--- src/rtl/prescaled_updown_counter_pkg.sv ---
// Shared constants and types for the prescaled up/down counter.
// Holds the boundary-mode encodings and the direction type used by the count logic.
package prescaled_counter_pkg;

  localparam int WRAP     = 1;
  localparam int SATURATE = 0;

  localparam int DEFAULT_COUNT_W    = 8;
  localparam int DEFAULT_PRESCALE_W = 8;

  typedef enum logic {
    DIR_DOWN = 1'b0,
    DIR_UP   = 1'b1
  } direction_e;

endpackage

--- src/rtl/prescaled_updown_counter_if.sv ---
// Control/status bundle for the prescaled up/down counter.
// The master side drives controls; the slave side (the counter) drives status.
interface prescaled_updown_counter_if #(
  parameter int COUNT_W    = 8,
  parameter int PRESCALE_W = 8
);

  logic                  enable_i;
  logic                  clear_i;
  logic                  load_i;
  logic [COUNT_W-1:0]    load_value_i;
  logic                  up_i;
  logic [PRESCALE_W-1:0] prescale_i;

  logic [COUNT_W-1:0]    count_o;
  logic [PRESCALE_W-1:0] prescale_count_o;
  logic                  tick_o;
  logic                  terminal_o;
  logic                  saturated_o;

  modport master (
    output enable_i, clear_i, load_i, load_value_i, up_i, prescale_i,
    input  count_o, prescale_count_o, tick_o, terminal_o, saturated_o
  );

  modport slave (
    input  enable_i, clear_i, load_i, load_value_i, up_i, prescale_i,
    output count_o, prescale_count_o, tick_o, terminal_o, saturated_o
  );

endinterface

--- src/rtl/prescaled_updown_counter_prescaler.sv ---
// Runtime-programmable prescaler: emits a step every divisor+1 enabled cycles.
// The step output is combinational so the parent registers tick on the same edge.
module prescaler #(
  parameter int PRESCALE_W = 8
) (
  input  logic                  clock_i,
  input  logic                  reset_i,
  input  logic                  enable_i,
  input  logic                  clear,
  input  logic [PRESCALE_W-1:0] divisor,
  output logic [PRESCALE_W-1:0] count,
  output logic                  step
);

  logic [PRESCALE_W-1:0] count_q;
  logic                  at_divisor;

  // >= rather than == so lowering the divisor below the current count still steps
  assign at_divisor = (count_q >= divisor);

  always_ff @(posedge clock_i or posedge reset_i) begin
    if (reset_i) begin
      count_q <= '0;
    end else if (clear) begin
      count_q <= '0;
    end else if (enable_i) begin
      if (at_divisor) begin
        count_q <= '0;
      end else begin
        count_q <= count_q + PRESCALE_W'(1);
      end
    end
  end

  assign step  = enable_i && !clear && at_divisor;
  assign count = count_q;

endmodule

--- src/rtl/prescaled_updown_counter.sv ---
// Up/down counter advanced by a runtime prescaler, with wrap or saturate at the ends.
// Clear beats load beats enable; tick/terminal are single-cycle registered pulses.
module prescaled_updown_counter
  import prescaled_counter_pkg::*;
#(
  parameter int COUNT_W    = DEFAULT_COUNT_W,
  parameter int PRESCALE_W = DEFAULT_PRESCALE_W,
  parameter int WRAP_MODE  = WRAP
) (
  input  logic                    clock_i,
  input  logic                    reset_i,
  prescaled_updown_counter_if.slave bus
);

  localparam logic [COUNT_W-1:0] COUNT_MAX = {COUNT_W{1'b1}};

  logic [COUNT_W-1:0]    count_q;
  logic [COUNT_W-1:0]    count_next;
  logic                  tick_q;
  logic                  terminal_q;
  logic                  at_boundary;
  logic                  step;
  logic                  prescale_clear;
  logic [PRESCALE_W-1:0] prescale_count;
  direction_e            direction;

  assign direction      = direction_e'(bus.up_i);
  assign prescale_clear = bus.clear_i || bus.load_i;

  prescaler #(
    .PRESCALE_W(PRESCALE_W)
  ) u_prescaler (
    .clock_i (clock_i),
    .reset_i (reset_i),
    .enable_i(bus.enable_i),
    .clear   (prescale_clear),
    .divisor (bus.prescale_i),
    .count   (prescale_count),
    .step    (step)
  );

  assign at_boundary = (direction == DIR_UP) ? (count_q == COUNT_MAX)
                                             : (count_q == '0);

  // Natural modulo arithmetic gives the wrap; saturate mode just refuses to move at the end
  always_comb begin
    count_next = count_q;
    if (at_boundary && (WRAP_MODE == SATURATE)) begin
      count_next = count_q;
    end else if (direction == DIR_UP) begin
      count_next = count_q + COUNT_W'(1);
    end else begin
      count_next = count_q - COUNT_W'(1);
    end
  end

  always_ff @(posedge clock_i or posedge reset_i) begin
    if (reset_i) begin
      count_q    <= '0;
      tick_q     <= 1'b0;
      terminal_q <= 1'b0;
    end else if (bus.clear_i) begin
      count_q    <= '0;
      tick_q     <= 1'b0;
      terminal_q <= 1'b0;
    end else if (bus.load_i) begin
      count_q    <= bus.load_value_i;
      tick_q     <= 1'b0;
      terminal_q <= 1'b0;
    end else if (step) begin
      count_q    <= count_next;
      tick_q     <= 1'b1;
      terminal_q <= at_boundary;
    end else begin
      tick_q     <= 1'b0;
      terminal_q <= 1'b0;
    end
  end

  assign bus.count_o          = count_q;
  assign bus.prescale_count_o = prescale_count;
  assign bus.tick_o           = tick_q;
  assign bus.terminal_o       = terminal_q;
  assign bus.saturated_o      = (WRAP_MODE == SATURATE) && at_boundary;

endmodule

--- src/flat_wrapper.sv ---
// flat-port wrapper written by rule: the top's interface ports become plain ports
module prescaled_updown_counter_flat import prescaled_counter_pkg::*;
#(
  parameter int COUNT_W    = DEFAULT_COUNT_W,
  parameter int PRESCALE_W = DEFAULT_PRESCALE_W,
  parameter int WRAP_MODE  = WRAP
)
  (clock_i, reset_i, bus_enable_i, bus_clear_i, bus_load_i, bus_load_value_i, bus_up_i, bus_prescale_i, bus_count_o, bus_prescale_count_o, bus_tick_o, bus_terminal_o, bus_saturated_o);
  prescaled_updown_counter_if #(.COUNT_W(COUNT_W), .PRESCALE_W(PRESCALE_W)) bus_i ();
  input  logic clock_i;
  input  logic reset_i;
  input wire logic [$bits(bus_i.enable_i)-1:0] bus_enable_i;
  input wire logic [$bits(bus_i.clear_i)-1:0] bus_clear_i;
  input wire logic [$bits(bus_i.load_i)-1:0] bus_load_i;
  input wire logic [$bits(bus_i.load_value_i)-1:0] bus_load_value_i;
  input wire logic [$bits(bus_i.up_i)-1:0] bus_up_i;
  input wire logic [$bits(bus_i.prescale_i)-1:0] bus_prescale_i;
  output wire logic [$bits(bus_i.count_o)-1:0] bus_count_o;
  output wire logic [$bits(bus_i.prescale_count_o)-1:0] bus_prescale_count_o;
  output wire logic [$bits(bus_i.tick_o)-1:0] bus_tick_o;
  output wire logic [$bits(bus_i.terminal_o)-1:0] bus_terminal_o;
  output wire logic [$bits(bus_i.saturated_o)-1:0] bus_saturated_o;
  assign bus_i.enable_i = bus_enable_i;
  assign bus_i.clear_i = bus_clear_i;
  assign bus_i.load_i = bus_load_i;
  assign bus_i.load_value_i = bus_load_value_i;
  assign bus_i.up_i = bus_up_i;
  assign bus_i.prescale_i = bus_prescale_i;
  assign bus_count_o = bus_i.count_o;
  assign bus_prescale_count_o = bus_i.prescale_count_o;
  assign bus_tick_o = bus_i.tick_o;
  assign bus_terminal_o = bus_i.terminal_o;
  assign bus_saturated_o = bus_i.saturated_o;
  prescaled_updown_counter #(.COUNT_W(COUNT_W), .PRESCALE_W(PRESCALE_W), .WRAP_MODE(WRAP_MODE)) u_core (.clock_i(clock_i), .reset_i(reset_i), .bus(bus_i));
endmodule
--- config.mk ---
export PLATFORM = sky130hd
export DESIGN_NAME = prescaled_updown_counter_flat
export DESIGN_NICKNAME = d
export VERILOG_FILES = /design/src/rtl/prescaled_updown_counter_pkg.sv /design/src/rtl/prescaled_updown_counter_if.sv /design/src/rtl/prescaled_updown_counter_prescaler.sv /design/src/rtl/prescaled_updown_counter.sv /design/src/flat_wrapper.sv
export SDC_FILE = /design/constraint.sdc
export NUM_CORES = 1
export LEC_CHECK = 0
export BUFFER_PORTS_ARGS = -buffer_cell sky130_fd_sc_hd__buf_4
export CAP_MARGIN = 5
export CORE_UTILIZATION = 36
export DETAILED_ROUTE_END_ITERATION = 12
export HOLD_SLACK_MARGIN = 0.08
export PLACE_DENSITY = 0.69
export SETUP_SLACK_MARGIN = 0.02
export SLEW_MARGIN = 20
export SYNTH_ARGS = -nofsm -noshare
export SYNTH_HDL_FRONTEND = slang
export SYNTH_HIERARCHICAL = 1
export SYNTH_SLANG_ARGS = --single-unit
--- constraint.sdc ---
create_clock -name clock_i -period 7.5 [get_ports clock_i]
set_clock_uncertainty 0.1 [all_clocks]
set_input_delay 0.75 -clock clock_i [delete_from_list [all_inputs] [get_ports clock_i]]
set_output_delay 0.75 -clock clock_i [all_outputs]
set_load 0.05 [all_outputs]
==> out/summary.txt <==
Die height - 66.56 µm
Resized cells post-CTS - 0
TritonRoute pass-1 iters - 4
Synth unique cells - 44
Final WL - 3.393 mm
Top cells by area, synth - dfrtp_1 30%, ha_1 13%, a21oi_1 5.0%
Sink Count - 18
Leak Pwr - 0.0009263 µW
Outcome - finished, final reports clean
Initial antenna violation count - 0
Minimum clock period - 2.622 ns
Horizontal die dimension - 66.56 µm
Area growth from synthesis to layout - 26.36%
Final hold vios - 0
Setup_tns - 0 ns
Nets@finish - 246
Antenna cell count - 0
# port buffers - 39
Max_cap viols - 0
Mapped cell area - 1500 µm²
Critical path's slowest cell - o41a_1
Buf/Inv on CP - 2
Worst-case clock buffer depth - 2
Cell Rows - 23
M1 wire length - 1.641 mm
Critical Path Start Type - primary input
GRT Overall Usage - 17.26%
RSZ-0062 raised after global routing - no
H-tree depth - 1
Met2 wire length - 1.588 mm
Top-area cell type share of the netlist area - 30.03%
Hpwl dp - 2.677 mm
Overflow after GRT - 0
Mapped Nets - 206
Predominant post-synthesis flop cell - dfrtp_1
First-pass GRT wire length - 5.871 mm
CP max FO - 14
Reg2Reg Setup Slack - 4.97 ns
Leading area contributor after synthesis - dfrtp_1
Most frequent cell after synthesis - dfrtp_1
Register area share after synthesis - 30.03%
Clk Latency, worst-skew pair - 0.25 ns
GPL Wtd Cong - 0.8190
DR WL/cell - 13.20 µm
Die footprint - 4430 µm²
# IOs - 41
Clk root buf - clkbuf_8
Fmax - 0.3814 GHz
ANT nets after route - 0
YS warnings - 6
Initial drt markers - 56
CTS tree - done
CP Cell Sequence - buf_4 > ha_1 > nand2b_4 > a2111oi_4 > o31a_1 > nor3b_1 > buf_4 > nor3b_1 > o41a_1
Share of cells above drive strength 1 - 27.54%
Postcts setup bufs - 0
Initial Utilization - 37.50%
Slew Limit Fails - 0
Asr flop ratio synth - 100.0%
Top sig layer - met4
Setup Crit Path Kind - in -> reg
Data arrival, critical path - 2.65 ns
Register bit total from synthesis - 18
Met3 Wirelength - 140 µm
Pwr dens - 132.9 nW/µm²
Synth cell count leaders - 18 x dfrtp_1, 17 x inv_1, 15 x a21oi_1, 15 x ha_1, 13 x nor2_1
Max IR drop VDD - 0.07792 mV
Core Util, Final - 47.39%
TritonCTS buffer count - 3
Hold_ws - 0.3630 ns
Hold Crit Class - in -> async
Hold buffers post-CTS - 0
Required time of the critical path - 7.53 ns
CORE AREA - 4000 µm²
Final Setup Violations - 0
CP delay by family, top - compound AO/OA/AOI/OAI gates
Post-route clock period utilization - 34.96%
Fillers - 404
Vias in the first global route - 1279
DR vias - 1368
Clk pin slew, worst setup/hold paths - 0.07 ns
Pin count of the biggest net entering global routing - 18
Instance count of the mapped netlist - 168
Via-per-instance ratio - 5.323
Post-synth EDFFs - 0
DR DRC count - 0
CP max stage delay - 0.40 ns
Crit end category - register
Avg Inst Size Synth - 8.930 µm²
state kept, by name (all words and copies together), names as in the netlist:
register                  flops
u_core/bus.count_o            8
u_core/bus.terminal_o         1
u_core/bus.tick_o             1
u_core/u_prescaler/count      8
logic make-up (layout without fill, tap and decap cells):
kind of cell             after synthesis  count (layout)  share of synthesized area [%]
multiplexers                           1               1                         0.6672
adder cells (fa/ha/maj)               16              16                          13.84
AO/OA/AOI/OAI                         46              46                          25.44
other                                  1               1                         0.2500
buffers and inverters                 22              61                          5.755
flip-flops                            18              18                          30.02
XOR/XNOR                               4               4                          2.335
AND/OR/NAND/NOR                       60              60                          21.68
placed cells by master (no fill, tap or decap), drive strengths merged, types with 3 or more instances in the layout:
master	instances
nand3	8
nor2	13
dfrtp	18
inv	17
clkbuf	4
nand2	13
nor3b	6
a21o	3
o31ai	3
a31oi	3
ha	15
a31o	3
nor3	3
xnor2	4
o311ai	4
buf	40
nor2b	3
a21oi	15
power by group:
group	total, µW	switching (µW)	internal [µW]
clock network	80.5	33.9	46.6
registers	104	4.66	99.8
logic	67.0	38.5	28.5
total	252	77.1	175
routing by layer:
layer / track usage [%] / up-vias
met4: 4.521 / 0
li1: - / 692
met3: 2.397 / 2
met5: 0 / -
met1: 23.95 / 639
met2: 27.78 / 35
per-stage QoR:
step / setup slack, ns / total power, µW / cells / instance area [µm²]
finish: 4.878 / 251.9 / 257 / 1896
global route: 4.807 / 264.7 / 257 / 1896
CTS: 4.872 / 253.3 / 257 / 1896
detailed placement: 4.607 / 173.3 / 253 / 1841
global placement: 4.640 / 172.3 / 253 / 1841
floorplan: 4.708 / 151.4 / 168 / 1500
worst paths after layout:
kind | startpoint | end | cells past startpoint
max in group asynchronous | reset_i | u_core/bus.count_o[7] | 2
worst min register to register | u_core/u_prescaler/count[5] | u_core/u_prescaler/count[5] | 1
worst max register to register | u_core/u_prescaler/count[0] | u_core/bus.count_o[4] | 9
worst max-delay path | bus_prescale_i[0] | u_core/bus.count_o[4] | 9
min in group clock_i | u_core/u_prescaler/count[5] | u_core/u_prescaler/count[5] | 1
worst min-delay path | reset_i | u_core/u_prescaler/count[5] | 2
layout make-up:
class	instances	area (µm²)	area share, %
clock buffer	4	55.05	2.904
inverter	17	63.81	3.366
multi-input combinational	128	963.4	50.83
sequential	18	450.4	23.76
tap	50	62.56	3.300
timing repair buffer	40	300.3	15.84
worst reg2reg max path, stage by stage, from the launching register on:
cell	delay [ns]
dfrtp_1	0.43
inv_1	0.09
ha_1	0.27
nand2b_4	0.15
a2111oi_4	0.37
o31a_1	0.21
nor3b_1	0.06
buf_4	0.18
nor3b_1	0.14
o41a_1	0.40
No activity file was read; power rests on OpenSTA's default activity.
